### config.mk
export PLATFORM = sky130hd
export DESIGN_NAME = panel_ctrl
export DESIGN_NICKNAME = d
export VERILOG_FILES = /design/src/rtl/panel_ctrl.sv
export SDC_FILE = /design/constraint.sdc
export NUM_CORES = 1
export LEC_CHECK = 0
export CORE_MARGIN = 2
export CORE_UTILIZATION = 45
export CTS_CLUSTER_SIZE = 14
export DETAILED_ROUTE_END_ITERATION = 12
export SLEW_MARGIN = 20
export SYNTH_ARGS = -nofsm -noshare
export SYNTH_HDL_FRONTEND = slang
export SYNTH_SLANG_ARGS = --single-unit
### constraint.sdc
create_clock -name clk -period 2.4 [get_ports clk]
set_input_delay 0.72 -clock clk [delete_from_list [all_inputs] [get_ports clk]]
set_output_delay 0.72 -clock clk [all_outputs]
set_load 0.02 [all_outputs]
### src/rtl/panel_ctrl.sv
// rtl/panel_ctrl.sv - front-panel button conditioning and user state machine for the washer sequencer
module panel_ctrl #(
  parameter int DEB_CYC   = 2000000,
  parameter int BLINK_CYC = 50000000
) (
  input  logic       clk,
  input  logic       rst,
  input  logic       btn_power,
  input  logic       btn_mode,
  input  logic       btn_start,
  input  logic       wash_done,
  output logic       on,
  output logic [1:0] mode,
  output logic       m_pos,
  output logic       wash_rst_n,
  output logic [3:0] mode_light,
  output logic       done_light
);

  localparam int DW         = $clog2(DEB_CYC + 1);
  localparam int BW         = $clog2(BLINK_CYC + 1);
  localparam int BLINK_LAST = BLINK_CYC - 1;
  localparam logic [DW-1:0] DEB_MAX   = DEB_CYC[DW-1:0];
  localparam logic [BW-1:0] BLINK_MAX = BLINK_LAST[BW-1:0];

  localparam logic [2:0] S_OFF    = 3'd0;
  localparam logic [2:0] S_SELECT = 3'd1;
  localparam logic [2:0] S_RUN    = 3'd2;
  localparam logic [2:0] S_PAUSE  = 3'd3;
  localparam logic [2:0] S_DONE   = 3'd4;

  // Button index: 0 power, 1 mode, 2 start.
  logic [2:0]    w_raw;
  logic [2:0]    r_s1;
  logic [2:0]    r_s2;
  logic [2:0]    r_deb;
  logic [2:0]    r_armed;
  logic [2:0]    r_press;
  logic [1:0]    r_settle;
  logic [DW-1:0] r_cnt [3];

  logic [2:0]    r_state;
  logic [1:0]    r_mode;
  logic          r_on;
  logic          r_m_pos;
  logic          r_wash_rst_n;
  logic [3:0]    r_mode_light;
  logic          r_done_light;
  logic [BW-1:0] r_blink_cnt;

  logic          w_pwr;
  logic          w_start;
  logic          w_modep;
  logic [2:0]    w_next;
  logic [1:0]    w_mode_next;

  assign w_raw = {btn_start, btn_mode, btn_power};

  // A button only becomes armed once it has been seen released after reset,
  // so a button held through reset cannot produce a press.
  always_ff @(posedge clk or negedge rst) begin
    if (!rst) begin
      r_s1     <= '0;
      r_s2     <= '0;
      r_deb    <= '0;
      r_armed  <= '0;
      r_press  <= '0;
      r_settle <= '0;
      for (int i = 0; i < 3; i++) r_cnt[i] <= '0;
    end else begin
      r_s1     <= w_raw;
      r_s2     <= r_s1;
      r_settle <= {r_settle[0], 1'b1};
      for (int i = 0; i < 3; i++) begin
        r_press[i] <= 1'b0;
        if (r_settle[1] && !r_s2[i] && !r_deb[i]) r_armed[i] <= 1'b1;
        if (r_s2[i] == r_deb[i]) begin
          r_cnt[i] <= '0;
        end else if (r_cnt[i] == DEB_MAX) begin
          r_deb[i]   <= r_s2[i];
          r_cnt[i]   <= '0;
          r_press[i] <= r_s2[i] & r_armed[i];
        end else begin
          r_cnt[i] <= r_cnt[i] + 1'b1;
        end
      end
    end
  end

  always_comb begin
    w_pwr       = r_press[0];
    w_start     = r_press[2] & ~r_press[0];
    w_modep     = r_press[1] & ~r_press[0] & ~r_press[2];
    w_next      = r_state;
    w_mode_next = r_mode;
    case (r_state)
      S_OFF: begin
        if (w_pwr) w_next = S_SELECT;
      end
      S_SELECT: begin
        if (w_pwr)        w_next = S_OFF;
        else if (w_start) w_next = S_RUN;
        else if (w_modep) w_mode_next = r_mode + 2'd1;
      end
      S_RUN: begin
        if (w_pwr)          w_next = S_OFF;
        else if (wash_done) w_next = S_DONE;
        else if (w_start)   w_next = S_PAUSE;
      end
      S_PAUSE: begin
        if (w_pwr)        w_next = S_OFF;
        else if (w_start) w_next = S_RUN;
      end
      S_DONE: begin
        if (w_pwr) w_next = S_OFF;
      end
      default: w_next = S_OFF;
    endcase
  end

  // Outputs are decoded from the next state so they change on the same edge as the state.
  always_ff @(posedge clk or negedge rst) begin
    if (!rst) begin
      r_state      <= S_OFF;
      r_mode       <= 2'b01;
      r_on         <= 1'b0;
      r_m_pos      <= 1'b0;
      r_wash_rst_n <= 1'b0;
      r_mode_light <= 4'b0000;
      r_done_light <= 1'b0;
      r_blink_cnt  <= '0;
    end else begin
      r_state      <= w_next;
      r_mode       <= w_mode_next;
      r_on         <= (w_next == S_SELECT) || (w_next == S_RUN) || (w_next == S_DONE);
      r_m_pos      <= (w_next == S_RUN) || (w_next == S_PAUSE) || (w_next == S_DONE);
      r_wash_rst_n <= (w_next != S_OFF);
      r_mode_light <= (w_next == S_OFF) ? 4'b0000 : (4'b0001 << w_mode_next);
      if (w_next == S_DONE) begin
        if (r_state != S_DONE) begin
          r_done_light <= 1'b1;
          r_blink_cnt  <= '0;
        end else if (r_blink_cnt == BLINK_MAX) begin
          r_done_light <= ~r_done_light;
          r_blink_cnt  <= '0;
        end else begin
          r_blink_cnt <= r_blink_cnt + 1'b1;
        end
      end else begin
        r_done_light <= 1'b0;
        r_blink_cnt  <= '0;
      end
    end
  end

  assign on         = r_on;
  assign mode       = r_mode;
  assign m_pos      = r_m_pos;
  assign wash_rst_n = r_wash_rst_n;
  assign mode_light = r_mode_light;
  assign done_light = r_done_light;

endmodule

Word level (Yosys, flattened, before mapping)
Cells that the tools add are included.
- flip-flop bits (word level): 119
- bits in latches: 0
- RAM bits: 0
- memory bits (read-only): 0
- input port bits: 6
- output and inout port bits: 10
- word-level logic and storage cells: 110
- memories kept: 0
- add/sub/neg operators: 5
- $mul: 0
- divide/modulo/power cells: 0
- $lt $le $gt $ge: 0
- equality and inequality tests: 17
- shift operators: 1
- muxes and demuxes: 31
- bitwise gates (word level): 12
- reduce and logical (&&, ||, !) cells: 23
- operator list (operator ; number):
    $mux 21 ; 6
    $mux 26 ; 3
    $add 21x1->21 const B ; 3
    $eq 21x21->1 const B ; 3
    $add 26x1->26 const B ; 1
    $eq 26x26->1 const B ; 1
    $mux 3 ; 7
    $eq 3x2->1 const B ; 4
    $pmux 3 s4 ; 1
    $mux 1 ; 9
    $mux 2 ; 4
    $and 1x1->1 ; 6
    $eq 3x1->1 const B ; 2
    $eq 3x3->1 const B ; 2
    $logic_and 1x1->1 ; 6
    $logic_not 1->1 ; 6
    $logic_not 3->1 ; 2
    $not 1->1 ; 6
    $reduce_and 2->1 ; 3
    $logic_or 1x1->1 ; 4
    $mux 4 ; 1
    $shl 1x2->4 const A ; 1
    $eq 1x1->1 ; 3
    $ne 3x1->1 const B ; 1
    other kinds (4) ; 4

Logic depth before layout (Yosys ltp)
Gate-level depths: netlist of run 1.
- word-level depth: 9
- gate-level depth with buffers: 7
- mapped depth without buffers: 6

Least setup slack after synthesis of run 1
No wires, ideal clock.
- kind: reg-to-reg
- start point: register r_blink_cnt[0]
- end point: register r_blink_cnt[18]
- setup time: 0.078 ns
- arrival: 1.981 ns
- path slack: 0.341 ns
- stages on the path, launching flop included: 7
- path buffers: 1
- period minus slack after synthesis: 2.059 ns
- cells stage by stage: dfrtp_1 -> ha_1 -> nand4_1 -> or4_4 -> buf_6 -> or4_1 -> a21oi_1
- cells in the longest elaborated chain, start to end: 4
- elaborated cells between the ends (all ways): 5
- classes of those cells: add/sub: 1; eq/ne: 1; mux: 3
- ends and longest elaborated chain (element ; line ; RTL):
    from (decl) ; 49 ; logic [BW-1:0] r_blink_cnt;
    from (signal assigned) ; 147 ; r_blink_cnt <= r_blink_cnt + 1'b1;
    $add 26x1->26 or $eq 26x26->1 (tied branches) ; 147, 143 ;
    $mux 26 (*) ; 143 ; end else if (r_blink_cnt == BLINK_MAX) begin
    $mux 26 (*) ; 140 ; if (r_state != S_DONE) begin
    $mux 26 (*) ; 139 ; if (w_next == S_DONE) begin
Every way passes the cells marked *; elsewhere a longest branch is shown, timed or not.
A chain may end at the register's enable or synchronous reset.

Worst setup path in the final report of run 1
- start point: register r_mode[0] (netlist: mode[0])
- end point: output mode[0]
- RTL lines (element ; line ; RTL):
    from (decl) ; 43 ; logic [1:0] r_mode;
    from (signal assigned) ; 134 ; r_mode <= w_mode_next;
    to (decl) ; 13 ; output logic [1:0] mode,
No word-level cell between the ends.

==> results of run 1 <==
-- flip-flops by register name (all words and copies together), names as in the netlist, 2 cells and up --
register,cells
r_state,3
r_deb,3
r_blink_cnt,26
r_s2,3
mode_light,4
r_armed,3
r_cnt,63
r_press,3
r_settle,2
r_s1,3
mode,2
-- logic make-up (layout without fill, tap and decap cells) --
logic type / count (synthesis) / after routing / synth area share
other: 1 / 1 / 0.0006578
xor gates and xnor gates: 50 / 50 / 0.07682
buffers and inverters: 46 / 78 / 0.03204
DFF: 119 / 119 / 0.5226
and+or+nand+nor: 264 / 264 / 0.2518
adders and majority gates: 7 / 7 / 0.01536
muxes: 3 / 3 / 0.005926
AOI/OAI and AO/OA: 92 / 92 / 0.09482
-- how the worst max path moves through the flow --
stage | to | slack (ns) | depth (start not counted)
6_report | mode[0] | 0.11 | 1
5_1_grt | r_blink_cnt[24]$_DFF_PN0_ | 0.07 | 5
4_1_cts | mode[0] | 0.1 | 1
3_5_place_dp | r_blink_cnt[24]$_DFF_PN0_ | 0.21 | 5
3_3_place_gp | r_blink_cnt[24]$_DFF_PN0_ | 0.30 | 5
2_1_floorplan | r_blink_cnt[18]$_DFF_PN0_ | 0.34 | 6
-- synth_stat cells (all sizes together), types with 12 or more instances --
library cell  number
or3               25
or4               23
xnor2             34
xor2              16
nor4              12
o21ai             24
clkbuf            20
dfrtp            118
o31ai             21
inv               24
a21oi             40
nand3             30
nand2             36
nand4             21
nor2              72
-- routing by layer --
metal	global-route usage	up-vias	wire, microns	part of all wire
li1	-	2117	-	-
met1	0.2358	2051	5235	0.48
met2	0.2922	63	5099	0.47
met3	0.05968	11	399	0.037
met4	0.05961	0	131	0.012
met5	0	-	0	0
-- stage by stage --
step           cell area, sq um  setup WS, ns
6_report                   6630        0.1141
2_1_floorplan              5700        0.3408
3_5_place_dp               6058        0.2107
4_1_cts                    6630       0.09687
5_1_grt                    6630       0.06788
3_3_place_gp               6058        0.2989
-- where the power goes --
group	switching, mW	total [mW]	internal (mW)
Combinational	0.0785	0.116	0.0371
Sequential	0.0211	2.05	2.03
Clock	0.881	2.43	1.55
-- layout make-up --
cell class | count | share of cell area
flip-flops and latches | 119 | 0.4493
well taps | 172 | 0.03246
multi-input cells | 417 | 0.3844
inverters | 24 | 0.01359
clock inverters | 8 | 0.01057
clock buffers | 24 | 0.07567
repair buffers | 22 | 0.03397
==> impl_metrics.csv, run 1 <==
group,metric,value,unit
yosys,synth_async_sr_flop_share,1.000,
final_layout,fill_cells,1147,
cts,postCtsSetupRepairBufs,0,
grt,grt_max_degree,44,
die,die_area,13580,sq um
yosys,syn-instance-count,582,
die,die-height,116.6,microns
cts,post_cts.resized_instances,0,
placed_design,port-buffer-count,15,
routing,drt.antenna.violating_nets,0,
routing,route.detailed.wl_per_inst,13.82,microns
yosys,yosys.cell_types.count,43,
timing,finalHoldViolations,0,
cts,cts_tree,"done",
setup_path,count_of_cells_along_the_worst_register_to_register_path,5,
grt,grt_antenna_before_repair,0,
yosys,cell_type_with_the_highest_aggregate_area_in_the_netlist,"dfrtp_1",
yosys,yosysTopAreaCellShare,0.5180,
setup_path,critPathCaptureType,"output port",
setup_path,data_arrival_critical_path,1.57,ns
timing,finalCritPeriodShare,0.9525,
yosys,ys_dominant_reg_cell,"dfrtp_1",
power_and_ir_drop,power.density,693.1,nW/um^2
die,num_rows,41,
job,max_cap_violations,0,
yosys,netlist_area,5700,sq um
grt,grt_pass1_vias,4214,
die,ios,16,
die,initial_core_utilization,0.4554,
timing,setup_tns,0,ns
cts,clockRootBuffer,"clkbuf_16",
status,status,"finished clean",
timing,maxSlewHeadroom,0.6093,
setup_path,crit-reg2reg-launch,"r_blink_cnt[0]$_DFF_PN0_",
yosys,yosysWarningCount,0,
setup_path,delay_of_the_slowest_cell_on_the_worst_path,0.60,ns
setup_path,r2r-end,"r_blink_cnt[24]$_DFF_PN0_",
cts,clock_transition_at_the_registers_of_the_reported_paths,0.05,ns
setup_path,crit_path_max_fanout,3,
placed_design,instance_count_after_placement_with_tap_cells_included,754,
cts,cts_sink_count,119,
routing,detail_route.iter0.violations,297,
setup_path,slack_of_the_worst_reg_to_reg_path,0.22,ns
cts,worstSkewPairLatency,0.42,ns
die,die_boundary_width,116.6,microns
routing,vias_per_instance,5.397,
cts,clock_tree.buffer_depth,2,
timing,tightest_slew,0.5844,ns
placed_design,place_hpwl,7.122,mm
final_layout,regArea,2979,sq um
final_layout,drive_above_1_share,0.07980,
timing,clock.fmax,437.5,MHz
cts,count_of_h_tree_levels_built_during_cts,4,
routing,firstDrtPassIters,5,
cts,cts_inserted_buffers,17,
worst_hold_path,min_path_type,"in2async",
timing,setup_viol,0,
setup_path,critical-path-slowest-cell,"clkdlybuf4s50_1",
setup_path,source_of_the_critical_timing_path,"mode[0]$_DFF_PN1_",
power_and_ir_drop,finalPower,4.595,mW
final_layout,leading_cell_type_in_the_layout_fill_and_taps_excluded,"dfrtp_1",
routing,routed_wl,10.87,mm
placed_design,gp_routability_congestion,0.8160,
timing,rsz0062_at_grt,"false",
timing,finalClockSkew,0.008815,ns
final_layout,diodes,0,
yosys,syn-mean-instance-area,9.795,sq um
setup_path,worstPathCellList,"clkdlybuf4s50_1",
setup_path,startpoint_type,"flop",
timing,fin_hold_ws,0.2790,ns
yosys,ys_seq_area_frac,0.5226,
setup_path,criticalPathCategory,"reg2out",
cts,post_cts_hold_buffer_count,0,
final_layout,multi_input_comb_area,2549,sq um
yosys,mappedNetlistNets,595,
setup_path,required,1.68,ns
yosys,ys_top_cells_by_area,"dfrtp_1 (52%), xnor2_1 (5.2%), nor2_1 (4.7%)",
final_layout,layout_common_cells,"dfrtp_1 (118), nor2_1 (72), a21oi_1 (40), nand2_1 (36), xnor2_1 (34)",
grt,grt_util_all_layers,0.1824,
final_layout,nets,614,
timing,drv_slew,0,
final_layout,layout.cells.non_filler,786,
grt,grt_first_pass_wirelength,19.51,mm
grt,global_route.overflow_total,0,
yosys,synth_seq_cells,119,
setup_path,cp_top_family,"buffers and inverters",
power_and_ir_drop,leakage,2.564,nW
final_layout,flow.area_growth_from_synthesis,16.31,%
power_and_ir_drop,worst_ir_drop_vdd,0.0004709,V
setup_path,critical_path.n_buffers_inverters,1,
routing,residual_drc,0,
timing,post-route-min-period,2.286,ns
final_layout,finish.utilization,0.5297,
die,core-area,12520,sq um
routing,via_count,4242,
yosys,synth_edf_count,0,
(Power assumes the default switching activity.)
==> inputs of run 2 (changes only) <==
--- a/config.mk
+++ b/config.mk
@@ -13,3 +13,4 @@
 export SYNTH_ARGS = -nofsm -noshare
 export SYNTH_HDL_FRONTEND = slang
 export SYNTH_SLANG_ARGS = --single-unit
+export TNS_END_PERCENT = 50
==> results of run 2 <==
Same layout as run 1: the final DEF is identical, and so are final timing and power.
